==> src/rtl/spi_ro_monitor_if.sv <==
// Output stream of spi_ro_monitor: one captured FIFO entry per valid/ready handshake.
interface spi_ro_monitor_if #(
  parameter int unsigned DWIDTH = 32
);
  localparam int unsigned NBW = $clog2(DWIDTH + 1);

  logic              out_valid;
  logic              out_ready;
  logic [DWIDTH-1:0] out_master_data;
  logic [DWIDTH-1:0] out_slave_data;
  logic [NBW-1:0]    out_nbits;
  logic              out_last;

  modport master (
    output out_valid, out_master_data, out_slave_data, out_nbits, out_last,
    input  out_ready
  );

  modport slave (
    input  out_valid, out_master_data, out_slave_data, out_nbits, out_last,
    output out_ready
  );
endinterface

==> src/rtl/spi_ro_monitor.sv <==
// Passive SPI bus monitor: captures MOSI/MISO words in any SPI mode into a first-word-fall-through FIFO.
// Optional SPI_RO_MONITOR_TIMESTAMP_EN tags every entry with the clk count latched at the frame's ss_n fall.
module spi_ro_monitor #(
  parameter int unsigned DWIDTH        = 32,
  parameter int unsigned BITCOUNTWIDTH = 12,
  parameter bit          CPOL          = 1'b1,
  parameter bit          CPHA          = 1'b0,
  parameter int unsigned FIFO_DEPTH    = 8
) (
  input  logic                               clk,
  input  logic                               reset_n,
  input  logic                               spi_ss_n,
  input  logic                               spi_sclk,
  input  logic                               spi_mosi,
  input  logic                               spi_miso,
  spi_ro_monitor_if.master                   stream,
  output logic [BITCOUNTWIDTH-1:0]           frame_bits,
  output logic [$clog2(FIFO_DEPTH+1)-1:0]    fifo_level,
  output logic                               overflow,
  input  logic                               overflow_clr
`ifdef SPI_RO_MONITOR_TIMESTAMP_EN
  ,
  output logic [31:0]                        out_timestamp
`endif
);
  localparam int unsigned NBW = $clog2(DWIDTH + 1);
  localparam int unsigned AW  = $clog2(FIFO_DEPTH);
  localparam int unsigned LW  = $clog2(FIFO_DEPTH + 1);
  localparam bit SAMPLE_RISE  = (CPOL == CPHA);

  typedef struct packed {
`ifdef SPI_RO_MONITOR_TIMESTAMP_EN
    logic [31:0]       ts;
`endif
    logic [DWIDTH-1:0] m;
    logic [DWIDTH-1:0] s;
    logic [NBW-1:0]    nbits;
    logic              last;
  } entry_t;

  typedef enum logic [1:0] {WAIT_IDLE, IDLE, ACTIVE, FLUSH} state_t;

  state_t state, state_nx;

  // Synchronisers reset low so ss_n must be seen high on the pin before a frame can open.
  logic [3:0] sync1, sync2, hist;
  logic       ss_s, ss_h, sclk_s, sclk_h, mosi_d, miso_d;
  logic       sample, ss_fall, ss_rise;

  always_ff @(posedge clk or negedge reset_n) begin : sync_chain
    if (!reset_n) begin
      sync1 <= '0;
      sync2 <= '0;
      hist  <= '0;
    end else begin
      sync1 <= {spi_ss_n, spi_sclk, spi_mosi, spi_miso};
      sync2 <= sync1;
      hist  <= sync2;
    end
  end

  assign ss_s    = sync2[3];
  assign ss_h    = hist[3];
  assign sclk_s  = sync2[2];
  assign sclk_h  = hist[2];
  assign mosi_d  = hist[1];
  assign miso_d  = hist[0];
  assign sample  = SAMPLE_RISE ? (sclk_s & ~sclk_h) : (~sclk_s & sclk_h);
  assign ss_fall = ss_h & ~ss_s;
  assign ss_rise = ~ss_h & ss_s;

  logic [DWIDTH-1:0]        sh_m, sh_s, sh_m_nx, sh_s_nx, m_cur, s_cur;
  logic [NBW-1:0]           bit_cnt, bit_nx, cnt_cur;
  logic [BITCOUNTWIDTH-1:0] frame_cnt, frame_inc, frame_cur;
  logic                     word_done;

  // Next shift values; the partial word at frame end includes a coincident sample.
  always_comb begin : shift_calc
    sh_m_nx   = {sh_m[DWIDTH-2:0], mosi_d};
    sh_s_nx   = {sh_s[DWIDTH-2:0], miso_d};
    bit_nx    = bit_cnt + NBW'(1);
    frame_inc = (frame_cnt == '1) ? frame_cnt : frame_cnt + BITCOUNTWIDTH'(1);
    word_done = sample && (bit_nx == NBW'(DWIDTH));
    cnt_cur   = sample ? bit_nx : bit_cnt;
    m_cur     = sample ? sh_m_nx : sh_m;
    s_cur     = sample ? sh_s_nx : sh_s;
    frame_cur = sample ? frame_inc : frame_cnt;
  end

  always_ff @(posedge clk or negedge reset_n) begin : state_reg
    if (!reset_n) state <= WAIT_IDLE;
    else          state <= state_nx;
  end

  always_comb begin : next_state
    state_nx = state;
    case (state)
      WAIT_IDLE: if (ss_s) state_nx = IDLE;
      IDLE:      if (ss_fall) state_nx = ACTIVE;
      ACTIVE:    if (ss_rise) state_nx = word_done ? FLUSH : IDLE;
      FLUSH:     state_nx = IDLE;
      default:   state_nx = WAIT_IDLE;
    endcase
  end

  logic                     clr, shift, push, set_fbits;
  logic [BITCOUNTWIDTH-1:0] fbits_val;
  entry_t                   push_e;
`ifdef SPI_RO_MONITOR_TIMESTAMP_EN
  logic [31:0]              ts_cnt, ts_frame;
`endif

  always_comb begin : fsm_out
    clr       = 1'b0;
    shift     = 1'b0;
    push      = 1'b0;
    set_fbits = 1'b0;
    fbits_val = frame_cnt;
    push_e    = '0;
`ifdef SPI_RO_MONITOR_TIMESTAMP_EN
    push_e.ts = ts_frame;
`endif
    case (state)
      IDLE: clr = ss_fall;
      ACTIVE: begin
        shift = sample;
        if (word_done) begin
          push         = 1'b1;
          push_e.m     = sh_m_nx;
          push_e.s     = sh_s_nx;
          push_e.nbits = NBW'(DWIDTH);
        end else if (ss_rise && (cnt_cur != '0)) begin
          push         = 1'b1;
          push_e.m     = m_cur;
          push_e.s     = s_cur;
          push_e.nbits = cnt_cur;
          push_e.last  = 1'b1;
          set_fbits    = 1'b1;
          fbits_val    = frame_cur;
        end else if (ss_rise && (frame_cur != '0)) begin
          push        = 1'b1;
          push_e.last = 1'b1;
          set_fbits   = 1'b1;
          fbits_val   = frame_cur;
        end
      end
      FLUSH: begin
        push        = 1'b1;
        push_e.last = 1'b1;
        set_fbits   = 1'b1;
      end
      default: ;
    endcase
  end

  // Word and frame capture; a completed word clears the shifters so partials stay right-aligned.
  always_ff @(posedge clk or negedge reset_n) begin : capture
    if (!reset_n) begin
      sh_m       <= '0;
      sh_s       <= '0;
      bit_cnt    <= '0;
      frame_cnt  <= '0;
      frame_bits <= '0;
    end else begin
      if (clr) begin
        sh_m      <= '0;
        sh_s      <= '0;
        bit_cnt   <= '0;
        frame_cnt <= '0;
      end else if (shift) begin
        frame_cnt <= frame_inc;
        if (word_done) begin
          sh_m    <= '0;
          sh_s    <= '0;
          bit_cnt <= '0;
        end else begin
          sh_m    <= sh_m_nx;
          sh_s    <= sh_s_nx;
          bit_cnt <= bit_nx;
        end
      end
      if (set_fbits) frame_bits <= fbits_val;
    end
  end

`ifdef SPI_RO_MONITOR_TIMESTAMP_EN
  always_ff @(posedge clk or negedge reset_n) begin : timestamp
    if (!reset_n) begin
      ts_cnt   <= '0;
      ts_frame <= '0;
    end else begin
      ts_cnt <= ts_cnt + 32'd1;
      if (clr) ts_frame <= ts_cnt;
    end
  end
`endif

  entry_t         mem [FIFO_DEPTH];
  entry_t         head_q, head_nx;
  logic [AW-1:0]  wr_ptr, rd_ptr, rd_nx;
  logic [LW-1:0]  level_nx;
  logic           valid_q, pop, push_ok, drop;

  // Head register is reloaded every cycle so out_valid follows a push into an empty FIFO by one cycle.
  always_comb begin : fifo_calc
    pop      = valid_q && stream.out_ready;
    push_ok  = push && (fifo_level < LW'(FIFO_DEPTH));
    drop     = push && !push_ok;
    rd_nx    = pop ? rd_ptr + AW'(1) : rd_ptr;
    level_nx = fifo_level + LW'(push_ok) - LW'(pop);
    head_nx  = (push_ok && (wr_ptr == rd_nx)) ? push_e : mem[rd_nx];
  end

  always_ff @(posedge clk) begin : fifo_mem
    if (push_ok) mem[wr_ptr] <= push_e;
  end

  always_ff @(posedge clk or negedge reset_n) begin : fifo_ctrl
    if (!reset_n) begin
      wr_ptr     <= '0;
      rd_ptr     <= '0;
      fifo_level <= '0;
      valid_q    <= 1'b0;
      head_q     <= '0;
      overflow   <= 1'b0;
    end else begin
      if (push_ok) wr_ptr <= wr_ptr + AW'(1);
      rd_ptr     <= rd_nx;
      fifo_level <= level_nx;
      valid_q    <= (level_nx != '0);
      head_q     <= (level_nx != '0) ? head_nx : '0;
      if (drop)              overflow <= 1'b1;
      else if (overflow_clr) overflow <= 1'b0;
    end
  end

  assign stream.out_valid       = valid_q;
  assign stream.out_master_data = head_q.m;
  assign stream.out_slave_data  = head_q.s;
  assign stream.out_nbits       = head_q.nbits;
  assign stream.out_last        = head_q.last;
`ifdef SPI_RO_MONITOR_TIMESTAMP_EN
  assign out_timestamp          = head_q.ts;
`endif
endmodule

==> src/flat_wrapper.sv <==
// flat-port wrapper written by rule: the top's interface ports become plain ports
module spi_ro_monitor_flat 
#(
  parameter int unsigned DWIDTH        = 32,
  parameter int unsigned BITCOUNTWIDTH = 12,
  parameter bit          CPOL          = 1'b1,
  parameter bit          CPHA          = 1'b0,
  parameter int unsigned FIFO_DEPTH    = 8
)
  (clk, reset_n, spi_ss_n, spi_sclk, spi_mosi, spi_miso, frame_bits, fifo_level, overflow, overflow_clr, stream_out_valid, stream_out_master_data, stream_out_slave_data, stream_out_nbits, stream_out_last, stream_out_ready);
  spi_ro_monitor_if #(.DWIDTH(DWIDTH)) stream_i ();
  input  logic clk;
  input  logic reset_n;
  input  logic spi_ss_n;
  input  logic spi_sclk;
  input  logic spi_mosi;
  input  logic spi_miso;
  output logic [BITCOUNTWIDTH-1:0] frame_bits;
  output logic [$clog2(FIFO_DEPTH+1)-1:0] fifo_level;
  output logic overflow;
  input  logic overflow_clr;
  output wire logic [$bits(stream_i.out_valid)-1:0] stream_out_valid;
  output wire logic [$bits(stream_i.out_master_data)-1:0] stream_out_master_data;
  output wire logic [$bits(stream_i.out_slave_data)-1:0] stream_out_slave_data;
  output wire logic [$bits(stream_i.out_nbits)-1:0] stream_out_nbits;
  output wire logic [$bits(stream_i.out_last)-1:0] stream_out_last;
  input wire logic [$bits(stream_i.out_ready)-1:0] stream_out_ready;
  assign stream_out_valid = stream_i.out_valid;
  assign stream_out_master_data = stream_i.out_master_data;
  assign stream_out_slave_data = stream_i.out_slave_data;
  assign stream_out_nbits = stream_i.out_nbits;
  assign stream_out_last = stream_i.out_last;
  assign stream_i.out_ready = stream_out_ready;
  spi_ro_monitor #(.DWIDTH(DWIDTH), .BITCOUNTWIDTH(BITCOUNTWIDTH), .CPOL(CPOL), .CPHA(CPHA), .FIFO_DEPTH(FIFO_DEPTH)) u_core (.clk(clk), .reset_n(reset_n), .spi_ss_n(spi_ss_n), .spi_sclk(spi_sclk), .spi_mosi(spi_mosi), .spi_miso(spi_miso), .stream(stream_i), .frame_bits(frame_bits), .fifo_level(fifo_level), .overflow(overflow), .overflow_clr(overflow_clr));
endmodule
==> config.mk <==
export PLATFORM = sky130hd
export DESIGN_NAME = spi_ro_monitor_flat
export DESIGN_NICKNAME = d
export VERILOG_FILES = /design/src/rtl/spi_ro_monitor_if.sv /design/src/rtl/spi_ro_monitor.sv /design/src/flat_wrapper.sv
export SDC_FILE = /design/constraint.sdc
export NUM_CORES = 1
export LEC_CHECK = 0
export BUFFER_PORTS_ARGS = -buffer_cell sky130_fd_sc_hd__clkbuf_2
export CAP_MARGIN = 5
export CORE_MARGIN = 10
export CORE_UTILIZATION = 38
export DETAILED_ROUTE_END_ITERATION = 8
export GPL_TIMING_DRIVEN = 0
export SYNTH_ARGS = -nofsm -noshare
export SYNTH_HDL_FRONTEND = slang
export SYNTH_SLANG_ARGS = --single-unit
==> constraint.sdc <==
create_clock -name clk -period 13.4 [get_ports clk]
set_input_delay 1.34 -clock clk [delete_from_list [all_inputs] [get_ports clk]]
set_output_delay 1.34 -clock clk [all_outputs]
set_load 0.005 [all_outputs]
-- Word-level counts from Yosys, hierarchy flattened
Memories as Yosys holds them, arrays and structs flattened.
Index checks and enable logic that the tools add are counted.
- flip-flop bits (word level): 191
- latch bits: 0
- memory bits (writable): 568
- ROM bits: 0
- input port bits: 8
- output and inout bits: 89
- logic and storage cells: 99
- memories: 1
- add/subtract/negate cells: 6
- $mul: 0
- divide/modulo/power cells: 0
- magnitude comparators: 1
- equality and inequality tests: 9
- shift operators: 0
- muxes and demuxes: 43
- bitwise operators: 6
- reduce and logical (&&, ||, !) cells: 15
- memories (memory ; words ; bits a word ; rd ports ; clocked after memory_dff ; write ports ; RTL line ; RTL):
    u_core.mem ; 8 ; 71 ; 1 ; 0 ; 1 ; spi_ro_monitor.sv:198 ; entry_t mem [FIFO_DEPTH];
- operator list (kind ; number):
    two-way mux 32 bit ; 8
    two-way mux 70 bit ; 3
    two-way mux 71 bit ; 2
    two-way mux 12 bit ; 8
    two-way mux 6 bit ; 4
    adder 12 x 1 -> 12 bit, second input constant ; 1
    == test 12 bit, second input constant ; 1
    nonzero test 12 bit ; 1
    two-way mux 1 bit ; 10
    two-way mux 2 bit ; 4
    one-hot mux 2 bit (4 select lines) ; 1
    logical AND 1 bit ; 7
    adder 3 x 1 -> 3 bit, second input constant ; 2
    adder 6 x 1 -> 6 bit, second input constant ; 1
    == test 6 bit, second input constant ; 1
    inequality test 2 x 1 -> 1 bit, second input constant ; 3
    nonzero test 6 bit ; 1
    adder 4 x 1 -> 4 bit ; 1
    == test 2 bit, second input constant ; 2
    < comparator 4 bit, second input constant ; 1
    one-hot mux 1 bit (2 select lines) ; 2
    nonzero test 2 bit ; 2
    nonzero test 4 bit ; 1
    subtractor 4 x 1 -> 4 bit ; 1
    8 further kinds ; 12

-- Depth between registers and ports, before layout
Gate-level depths: netlist of the first run.
- word-level depth: 14
- gate-level depth with buffers: 19
- gate-level depth less buffers: 16

-- Worst setup path before layout of the first run
OpenSTA, ideal clock, no wires.
- path kind: reg2reg
- from: reg u_core.frame_cnt[0]
- to: mem u_core.mem[7][0] (netlist bit) (enable)
- library setup time: 0.701 ns
- data arrival time: 9.508 ns
- data required time: 12.699 ns
- slack: 3.191 ns
- cell stages (with the launch flop): 11
- buffers on the path: 2
- clock period less this slack: 10.209 ns
- cell sequence: dfrtp_1 ha_1 clkbuf_1 and3_1 a31oi_1 and4b_1 or3_1 nand4_1 buf_4 a31oi_4 nor4b_1
- cells in the longest elaborated chain, start to end: 12
- elaborated cells on any way between the ends: 13
- classes of those cells: add/sub (1); eq/ne (1); mux (8); reduce/logical (3)
- ends and longest elaborated chain (item ; RTL line ; RTL):
    start, declared ; spi_ro_monitor.sv:74 ; logic [BITCOUNTWIDTH-1:0] frame_cnt, frame_inc, frame_cur;
    start signal, assigned ; spi_ro_monitor.sv:171 ; frame_cnt <= frame_inc;
    adder 12 x 1 -> 12 bit or == test 12 bit (tied branches) ; spi_ro_monitor.sv:82 ; frame_inc = (frame_cnt == '1) ? frame_cnt : frame_cnt + BITCOUNTWIDTH'(1);
    two-way mux 12 bit ; spi_ro_monitor.sv:82 ;
    two-way mux 12 bit (*) ; spi_ro_monitor.sv:87 ; frame_cur = sample ? frame_inc : frame_cnt;
    nonzero test 12 bit (*) ; spi_ro_monitor.sv:140 ; end else if (ss_rise && (frame_cur != '0)) begin
    logical AND 1 bit (*) ; spi_ro_monitor.sv:140 ;
    two-way mux 1 bit (*) ; spi_ro_monitor.sv:140 ;
    two-way mux 1 bit (*) ; spi_ro_monitor.sv:132 ; end else if (ss_rise && (cnt_cur != '0)) begin
    two-way mux 1 bit (*) ; spi_ro_monitor.sv:127 ; if (word_done) begin
    one-hot mux 1 bit (2 select lines) (*) ; spi_ro_monitor.sv:123 ; case (state)
    logical AND 1 bit (*) ; spi_ro_monitor.sv:207 ; push_ok = push && (fifo_level < LW'(FIFO_DEPTH));
    two-way mux 1 bit (*) ; spi_ro_monitor.sv:215 ; if (push_ok) mem[wr_ptr] <= push_e;
    two-way mux 1 bit (not written as such) (*) ; spi_ro_monitor.sv:215 ;
    end, declared ; spi_ro_monitor.sv:198 ;
Mark *: on every way between the ends. The rest lies on a longest branch, timed or not.

-- Worst setup path after layout of the first run
- from: reg u_core.frame_cnt[1]
- to: reg u_core.head_q (netlist bit u_core.stream.out_slave_data[10])
- cells in the longest elaborated chain, start to end: 14
- elaborated cells on any way between the ends: 17
- classes of those cells: add/sub (3); eq/ne (1); mux (8); reduce/logical (5)
- ends and longest elaborated chain (item ; RTL line ; RTL):
    adder 12 x 1 -> 12 bit or == test 12 bit (tied branches) ; spi_ro_monitor.sv:82 ;
    two-way mux 12 bit ; spi_ro_monitor.sv:82 ;
    two-way mux 12 bit (*) ; spi_ro_monitor.sv:87 ;
    nonzero test 12 bit (*) ; spi_ro_monitor.sv:140 ;
    logical AND 1 bit (*) ; spi_ro_monitor.sv:140 ;
    two-way mux 1 bit (*) ; spi_ro_monitor.sv:140 ;
    two-way mux 1 bit (*) ; spi_ro_monitor.sv:132 ;
    two-way mux 1 bit (*) ; spi_ro_monitor.sv:127 ;
    one-hot mux 1 bit (2 select lines) (*) ; spi_ro_monitor.sv:123 ;
    logical AND 1 bit (*) ; spi_ro_monitor.sv:207 ;
    net u_core.push_ok ; spi_ro_monitor.sv:202 ; logic valid_q, pop, push_ok, drop;
    adder 4 x 1 -> 4 bit (*) ; spi_ro_monitor.sv:210 ; level_nx = fifo_level + LW'(push_ok) - LW'(pop);
    subtractor 4 x 1 -> 4 bit (*) ; spi_ro_monitor.sv:210 ;
    net u_core.level_nx[1] ; spi_ro_monitor.sv:201 ; logic [LW-1:0] level_nx;
    nonzero test 4 bit (*) ; spi_ro_monitor.sv:231 ; head_q <= (level_nx != '0) ? head_nx : '0;
    two-way mux 71 bit (*) ; spi_ro_monitor.sv:231 ;
    end signal, assigned ; spi_ro_monitor.sv:231 ;
    end, declared ; spi_ro_monitor.sv:199 ; entry_t head_q, head_nx;
The timed path passes the listed nets; every way through them passes the cells marked *.
A chain may end at the register's enable or synchronous reset.

==> results of run 1 <==
==> kinds of logic (layout without fill, tap and decap cells) <==
family | Yosys count | in the layout | synth area share [%]
AOI/OAI and AO/OA | 283 | 283 | 7.721
adders and majority gates | 15 | 15 | 0.6326
and+or+nand+nor | 212 | 212 | 3.374
muxes | 370 | 370 | 14.92
buffers and inverters | 141 | 440 | 2.011
xor gates and xnor gates | 20 | 20 | 0.5678
DFF | 759 | 759 | 70.77
==> metal layers <==
metal,part of all wire (%),vias to the layer above,routed length (um)
met3,5.1,110,3758
met1,43,8853,31950
met2,50,480,37290
met5,0,-,0
li1,-,7585,-
met4,1.9,0,1410
==> worst max-delay path: cells and delay by family (launching register included) <==
family / cells / cell delay (ns)
simple gates: 6 / 1.99
buf+inv: 6 / 1.40
fa+ha+maj: 3 / 0.91
compound gates: 3 / 0.74
flops: 1 / 0.47
==> power by group through the flow <==
stage / clock network (W) / registers (W) / logic [W]
floorplan: 0 / 0.00287 / 0.00153
global placement: 0 / 0.00289 / 0.00233
detailed placement: 0 / 0.00287 / 0.00237
CTS: 0.00221 / 0.00282 / 0.00239
global route: 0.00231 / 0.00284 / 0.00252
finish: 0.00216 / 0.00282 / 0.00233
==> final cells by class <==
class | count | share of cell area, %
Sequential cell | 759 | 60.89
Multi-Input combinational cell | 900 | 23.58
Clock buffer | 119 | 6.538
Tap cell | 1060 | 3.698
Timing Repair Buffer | 148 | 2.920
Buffer | 120 | 1.511
Clock inverter | 32 | 0.6455
Inverter | 21 | 0.2198
==> stage by stage <==
step	std cells	hold slack, ns	TNS (ns)	setup WS, ns
after floorplan	1800	0.3312	0	3.191
after global placement	2956	0.3356	-1456.18	-6.184
after detailed placement	3008	0.3347	0	7.805
after CTS	3159	0.3480	0	7.778
after global routing	3159	0.3526	0	7.378
final	3159	0.3472	0	7.705
==> layout by cell type (no fill, tap or decap), drive strengths merged, types with 16 or more instances in the layout <==
cell and instances:
a21oi 31, a22o 129, buf 124, clkbuf 263
clkinv 25, dfrtp 191, edfxtp 568, inv 23
mux2i 293, mux4 71, nand2 95, nand3 16
nor2 37, o211a 64, o21ai 19
==> worst min path at each step <==
| stage | startpoint | endpoint | slack, ns |
|---|---|---|---|
| after global placement | u_core.sync2[1] | u_core.hist[1] | 0.34 |
| after floorplan | u_core.sync2[0] | u_core.hist[0] | 0.33 |
| after detailed placement | u_core.sync1[1] | u_core.sync2[1] | 0.33 |
| final | u_core.sync1[1] | u_core.sync2[1] | 0.35 |
| after CTS | u_core.sync1[1] | u_core.sync2[1] | 0.35 |
| after global routing | u_core.sync1[0] | u_core.sync2[0] | 0.35 |
==> metrics.txt, run 1 <==
# TYPE chip_impl_metric gauge
chip_impl_info{name="worst_hold_path_type",value="reg -> reg"} 1
chip_impl_metric{name="floorplan.die.width",unit="um"} 304.9
chip_impl_metric{name="design.portCount",unit=""} 97
chip_impl_info{name="worstSetupEndpointType",value="flop"} 1
chip_impl_metric{name="dpl-instance-area",unit="um^2"} 33290
chip_impl_metric{name="globalRouteTotalUtil",unit="%"} 15.66
chip_impl_metric{name="reg2regPathDepth",unit=""} 18
chip_impl_metric{name="hold_viol_final",unit=""} 0
chip_impl_metric{name="numCtsBuffers",unit=""} 81
chip_impl_metric{name="post_route_cells_drive_above_1_share",unit="%"} 20.96
chip_impl_metric{name="grt_pass1_vias",unit=""} 17870
chip_impl_metric{name="cap_viol_max_count",unit=""} 0
chip_impl_metric{name="clk_network_pwr_share",unit="%"} 29.5
chip_impl_metric{name="synth.yosys.warnings",unit=""} 0
chip_impl_info{name="synthMostInstantiatedCell",value="edfxtp_1"} 1
chip_impl_metric{name="maxSlewHeadroom",unit="%"} 28.72
chip_impl_metric{name="globalRouteMet2Util",unit="%"} 26.52
chip_impl_info{name="result_of_the_run",value="complete, no violations"} 1
chip_impl_metric{name="core.rowCount",unit=""} 104
chip_impl_metric{name="critical_path.max_fanout",unit=""} 10
chip_impl_metric{name="clock.fmax",unit="MHz"} 175.6
chip_impl_info{name="cp_slowest_cell",value="nor4_1"} 1
chip_impl_metric{name="detail_route.first_pass.iterations",unit=""} 7
chip_impl_metric{name="crit_path_max_incr_delay",unit="ns"} 0.62
chip_impl_metric{name="port-buffer-count",unit=""} 96
chip_impl_metric{name="flop_and_latch_count_out_of_synthesis",unit=""} 759
chip_impl_metric{name="fin_area",unit="um^2"} 35860
chip_impl_metric{name="vdd.ir_drop.worst",unit="uV"} 99.10
chip_impl_info{name="setup_repair_after_global_routing_missed_its_margin",value="no"} 1
chip_impl_metric{name="path_clk_slew",unit="ns"} 0.06
chip_impl_metric{name="final-max-slew-violation-count",unit=""} 0
chip_impl_info{name="clk_root_buffer_cell",value="clkbuf_16"} 1
chip_impl_metric{name="cts.hold.buffers_added",unit=""} 0
chip_impl_metric{name="htree_num_levels",unit=""} 3
chip_impl_metric{name="worst_skew_pair.late_latency",unit="ns"} 0.62
chip_impl_metric{name="r2r_setup_slack",unit="ns"} 7.70
chip_impl_metric{name="post_cts.repair.setup_buffers",unit=""} 0
chip_impl_metric{name="detailedPlacementHpwl",unit="um"} 46720
chip_impl_metric{name="routed_wire_length_per_instance",unit="um"} 23.56
chip_impl_metric{name="nets",unit=""} 2054
chip_impl_metric{name="synth_sequential_area_ratio",unit="%"} 70.77
chip_impl_metric{name="regArea",unit="um^2"} 21840
chip_impl_metric{name="clk_path_buf_depth",unit=""} 3
chip_impl_metric{name="fin_util",unit="%"} 44.52
chip_impl_info{name="tritoncts",value="built"} 1
chip_impl_metric{name="tritoncts_num_sinks",unit=""} 759
chip_impl_info{name="criticalPathCategory",value="reg -> reg"} 1
chip_impl_metric{name="fp.dieArea",unit="um^2"} 92990
chip_impl_metric{name="drt_wl_total",unit="um"} 74410
chip_impl_metric{name="required",unit="ns"} 13.86
chip_impl_info{name="most_used_dff_post_synth",value="edfxtp_1"} 1
chip_impl_metric{name="ys_async_sr_fraction",unit="%"} 25.16
chip_impl_metric{name="seqPwrFrac",unit="%"} 38.6
chip_impl_metric{name="timing.final.crit_period",unit="ns"} 5.695
chip_impl_metric{name="max_reg_flops",unit=""} 568
chip_impl_metric{name="layout_worst_path_cycle_share",unit="%"} 42.50
chip_impl_metric{name="power.switching_fraction",unit="%"} 31.41
chip_impl_metric{name="grt_antenna_before_repair",unit=""} 1
chip_impl_metric{name="grt_overflow",unit=""} 0
chip_impl_metric{name="syn-num-nets",unit=""} 1823
chip_impl_metric{name="ctsResizeCount",unit=""} 0
chip_impl_metric{name="net-switching-power",unit="W"} 0.002294
chip_impl_info{name="max_flop_register",value="u_core.mem"} 1
chip_impl_metric{name="worst_path_arrival",unit="ns"} 6.15
chip_impl_metric{name="cell_internal_pwr",unit="W"} 0.005010
chip_impl_metric{name="power-per-cell-area",unit="nW/um^2"} 203.7
chip_impl_metric{name="drc",unit=""} 0
chip_impl_info{name="synth_top_cells_by_area",value="edfxtp_1 55%, dfrtp_1 15%, mux2i_1 9.5%"} 1
chip_impl_metric{name="netlist_instances",unit=""} 1800
chip_impl_metric{name="post_synth_top_area_share",unit="%"} 55.28
chip_impl_metric{name="fillers",unit=""} 6929
chip_impl_metric{name="routabilityCongestion",unit=""} 0.8104
chip_impl_metric{name="core_area",unit="um^2"} 80550
chip_impl_metric{name="multi_input_comb_area",unit="um^2"} 8456
chip_impl_metric{name="setup_viol_count_final",unit=""} 0
chip_impl_metric{name="die_span_in_y",unit="um"} 304.9
chip_impl_info{name="cp-endpoint",value="u_core.stream.out_slave_data[10]"} 1
chip_impl_info{name="commonest_cells_in_the_synthesized_netlist",value="568 x edfxtp_1, 293 x mux2i_1, 191 x dfrtp_1, 129 x a22o_1, 94 x nand2_1"} 1
chip_impl_metric{name="area_growth_syn_to_layout",unit="%"} 16.23
chip_impl_metric{name="global_route_wire_length_before_repair",unit="um"} 112600
chip_impl_metric{name="via_count",unit=""} 17030
chip_impl_info{name="netlist.top_cell.by_area",value="edfxtp_1"} 1
chip_impl_metric{name="pin_slew_with_the_least_headroom_to_its_limit",unit="ns"} 1.062
chip_impl_metric{name="timing.hold.worst_path_depth",unit=""} 0
chip_impl_metric{name="power",unit="W"} 0.007304
chip_impl_metric{name="syn_area",unit="um^2"} 30850
chip_impl_metric{name="grt_start_max_net_pins",unit=""} 102
chip_impl_metric{name="p_leak",unit="nW"} 14.41
chip_impl_info{name="rr_endpoint",value="u_core.stream.out_slave_data[10]"} 1
chip_impl_metric{name="clock_skew",unit="ns"} 0.02354
chip_impl_info{name="startpoint",value="u_core.frame_cnt[1]"} 1
chip_impl_info{name="worstPathCellList",value="ha_1 > clkbuf_1 > and3_1 > a31oi_1 > and4b_1 > or3_1 > nand4_1 > buf_4 > a31oi_4 > nor2_4 > ha_1 > inv_1 > fa_1 > inv_1 > nor4_1 > inv_2 > clkbuf_1 > o211a_1"} 1
chip_impl_metric{name="n_antenna_cell",unit=""} 0
chip_impl_info{name="reg2reg_from",value="u_core.frame_cnt[1]"} 1
chip_impl_info{name="worstSetupStartpointType",value="flop"} 1
chip_impl_metric{name="p_comb_share",unit="%"} 31.8
chip_impl_metric{name="number_of_synthesized_flops_with_an_enable_pin",unit=""} 568
chip_impl_info{name="globalRoute.busiestLayer",value="met2"} 1
chip_impl_metric{name="count_of_different_cell_masters_after_synthesis",unit=""} 64
chip_impl_metric{name="initial_core_util",unit="%"} 38.30
chip_impl_metric{name="gr-usage-met3",unit="%"} 2.621
chip_impl_metric{name="post_route_antenna_net_violation_count",unit=""} 0
chip_impl_metric{name="dr.first_iter.drc_count",unit=""} 1336
chip_impl_metric{name="syn-mean-instance-area",unit="um^2"} 17.14
chip_impl_metric{name="detail_route.vias_per_cell",unit=""} 5.390
chip_impl_metric{name="use_met1",unit="%"} 20.52
No activity file was read; power rests on OpenSTA's default activity.
==> inputs of run 2 (changes only) <==
==> constraint.sdc (replaced) <==
create_clock -name clk -period 5.3 [get_ports clk]
set_input_delay 0.53 -clock clk [delete_from_list [all_inputs] [get_ports clk]]
set_output_delay 0.53 -clock clk [all_outputs]
set_load 0.005 [all_outputs]
==> metrics.txt, run 2 (synthesis results as in run 1) <==
# TYPE chip_impl_metric gauge
chip_impl_metric{name="grt_start_max_net_pins",unit=""} 104
chip_impl_metric{name="layout_worst_path_cycle_share",unit="%"} 92.88
chip_impl_metric{name="timing.final.crit_period",unit="ns"} 4.923
chip_impl_metric{name="fillers",unit=""} 6931
chip_impl_metric{name="clk_path_buf_depth",unit=""} 3
chip_impl_info{name="worstSetupStartpointType",value="flop"} 1
chip_impl_metric{name="numCtsBuffers",unit=""} 83
chip_impl_metric{name="globalRouteTotalUtil",unit="%"} 15.49
chip_impl_info{name="mostFrequentLayoutCell",value="edfxtp_1"} 1
chip_impl_metric{name="post_route_antenna_net_violation_count",unit=""} 0
chip_impl_metric{name="via_count",unit=""} 16860
chip_impl_info{name="worst_hold_path_type",value="in -> reg"} 1
chip_impl_metric{name="fp.dieArea",unit="um^2"} 92990
chip_impl_metric{name="clock.fmax",unit="MHz"} 203.1
chip_impl_metric{name="crit_cells",unit=""} 18
chip_impl_metric{name="die_span_in_y",unit="um"} 304.9
chip_impl_metric{name="routabilityCongestion",unit=""} 0.8218
chip_impl_metric{name="crit_path_max_incr_delay",unit="ns"} 0.50
chip_impl_metric{name="use_met1",unit="%"} 19.72
chip_impl_metric{name="critical_path.max_fanout",unit=""} 10
chip_impl_metric{name="drc",unit=""} 0
chip_impl_metric{name="gr-usage-met3",unit="%"} 2.324
chip_impl_metric{name="crit_buf_inv",unit=""} 6
chip_impl_metric{name="vdd.ir_drop.worst",unit="uV"} 280.2
chip_impl_metric{name="clock_skew",unit="ns"} 0.03076
chip_impl_metric{name="cap_viol_max_count",unit=""} 0
chip_impl_metric{name="multi_input_comb_area",unit="um^2"} 8511
chip_impl_metric{name="core.rowCount",unit=""} 104
chip_impl_metric{name="initial_core_util",unit="%"} 38.30
chip_impl_metric{name="port-buffer-count",unit=""} 96
chip_impl_metric{name="nets",unit=""} 2049
chip_impl_metric{name="tns",unit="ns"} 0
chip_impl_metric{name="detail_route.first_pass.iterations",unit=""} 5
chip_impl_info{name="worstPathCellList",value="ha_1 > clkbuf_1 > and3_1 > a31oi_2 > and4b_1 > or3_1 > nand4_1 > buf_4 > a31oi_4 > nor2_4 > ha_1 > inv_1 > fa_1 > inv_1 > nor4_4 > inv_4 > clkbuf_2 > o211a_1"} 1
chip_impl_metric{name="grt_pass1_vias",unit=""} 17550
chip_impl_info{name="globalRoute.busiestLayer",value="met2"} 1
chip_impl_info{name="rr_endpoint",value="u_core.stream.out_slave_data[11]"} 1
chip_impl_info{name="reg2reg_from",value="u_core.frame_cnt[0]"} 1
chip_impl_info{name="criticalPathCategory",value="reg -> reg"} 1
chip_impl_metric{name="r2r_setup_slack",unit="ns"} 0.38
chip_impl_info{name="clk_root_buffer_cell",value="clkbuf_16"} 1
chip_impl_metric{name="pin_slew_with_the_least_headroom_to_its_limit",unit="ns"} 1.046
chip_impl_metric{name="fin_util",unit="%"} 44.81
chip_impl_metric{name="detail_route.vias_per_cell",unit=""} 5.342
chip_impl_metric{name="detailedPlacementHpwl",unit="um"} 46020
chip_impl_info{name="cp_top_family",value="simple AND/OR/NAND/NOR gates"} 1
chip_impl_metric{name="tritoncts_num_sinks",unit=""} 759
chip_impl_metric{name="power-per-cell-area",unit="nW/um^2"} 518.2
chip_impl_metric{name="grt_antenna_before_repair",unit=""} 0
chip_impl_metric{name="core_area",unit="um^2"} 80550
chip_impl_metric{name="dr.first_iter.drc_count",unit=""} 1311
chip_impl_metric{name="path_clk_slew",unit="ns"} 0.06
chip_impl_metric{name="final-max-slew-violation-count",unit=""} 0
chip_impl_metric{name="reg2regPathDepth",unit=""} 18
chip_impl_info{name="setup_repair_after_global_routing_missed_its_margin",value="no"} 1
chip_impl_metric{name="post_route_cells_drive_above_1_share",unit="%"} 21.14
chip_impl_metric{name="required",unit="ns"} 5.77
chip_impl_metric{name="max_reg_flops",unit=""} 568
chip_impl_metric{name="design.portCount",unit=""} 97
chip_impl_info{name="max_flop_register",value="u_core.mem"} 1
chip_impl_metric{name="power",unit="W"} 0.01870
chip_impl_info{name="tritoncts",value="built"} 1
chip_impl_metric{name="p_leak",unit="nW"} 14.46
chip_impl_metric{name="worst_path_arrival",unit="ns"} 5.39
chip_impl_info{name="worstSetupEndpointType",value="flop"} 1
chip_impl_metric{name="setup_viol_count_final",unit=""} 0
chip_impl_info{name="result_of_the_run",value="complete, no violations"} 1
chip_impl_metric{name="hold_viol_final",unit=""} 0
chip_impl_info{name="startpoint",value="u_core.frame_cnt[0]"} 1
chip_impl_metric{name="drt_wl_total",unit="um"} 73450
chip_impl_info{name="cp_slowest_cell",value="fa_1"} 1
chip_impl_metric{name="worst_skew_pair.late_latency",unit="ns"} 0.63
chip_impl_metric{name="regArea",unit="um^2"} 21840
chip_impl_metric{name="routed_wire_length_per_instance",unit="um"} 23.27
chip_impl_metric{name="area_growth_syn_to_layout",unit="%"} 17.00
chip_impl_info{name="most-common-layout-cells",value="568 x edfxtp_1, 293 x mux2i_1, 191 x dfrtp_1"} 1
chip_impl_metric{name="maxSlewHeadroom",unit="%"} 29.78
chip_impl_info{name="cp-endpoint",value="u_core.stream.out_slave_data[11]"} 1
chip_impl_metric{name="grt_overflow",unit=""} 0
chip_impl_metric{name="n_antenna_cell",unit=""} 0
chip_impl_metric{name="htree_num_levels",unit=""} 3
chip_impl_metric{name="globalRouteMet2Util",unit="%"} 26.92
chip_impl_metric{name="floorplan.die.width",unit="um"} 304.9
chip_impl_metric{name="global_route_wire_length_before_repair",unit="um"} 111200
-- run 2: area by class of cell --
type / count / share of cell area [%]
well taps: 1060 / 3.674
clock inverters: 43 / 1.033
repair buffers: 141 / 3.043
inverters: 21 / 0.2253
plain buffers: 120 / 1.532
multi-input cells: 900 / 23.58
flip-flops and latches: 759 / 60.49
clock buffers: 112 / 6.423
-- run 2: metrics by stage --
step           std cells  cell area, um^2  setup WS, ns  hold slack (ns)
2_1_floorplan       1800            30900        -1.352           0.2344
3_3_place_gp        2956            32710        -6.541           0.3375
3_5_place_dp        2992            33280       -0.4210           0.3356
4_1_cts             3152            36040      0.005129          0.07153
5_1_grt             3156            36100        0.1072          0.09134
6_report            3156            36100        0.3775           0.1043
-- run 2: how the worst min path moves through the flow --
stage / cells past startpoint / end / slack (ns) / from
5_1_grt: 2 / u_core.overflow / 0.09 / overflow_clr
6_report: 2 / u_core.overflow / 0.10 / overflow_clr
3_5_place_dp: 0 / u_core.sync2[3] / 0.34 / u_core.sync1[3]
3_3_place_gp: 0 / u_core.sync2[3] / 0.34 / u_core.sync1[3]
2_1_floorplan: 0 / u_core.bit_cnt[0] / 0.23 / reset_n
4_1_cts: 2 / u_core.overflow / 0.07 / overflow_clr
-- run 2: routing by layer --
metal,up-vias,share of wire [%]
li1,7582,-
met5,-,0
met3,108,4.2
met4,0,2.3
met1,8768,43
met2,402,51
-- run 2: what timing repair did --
item                                    CTS  global route
gates resized for setup                   8             7
pin swaps                                 0             2
buffers inserted                          0             4
endpoints found under the hold margin    17             0
endpoints found under the setup margin   70            70
hold buffers                              5             0
-- run 2: power breakdown --
group / total (W) / internal [W] / switching [W]
clock: 0.00561 / 0.00328 / 0.00233
sequential: 0.00713 / 0.00691 / 0.000214
combinational: 0.00596 / 0.00262 / 0.00334
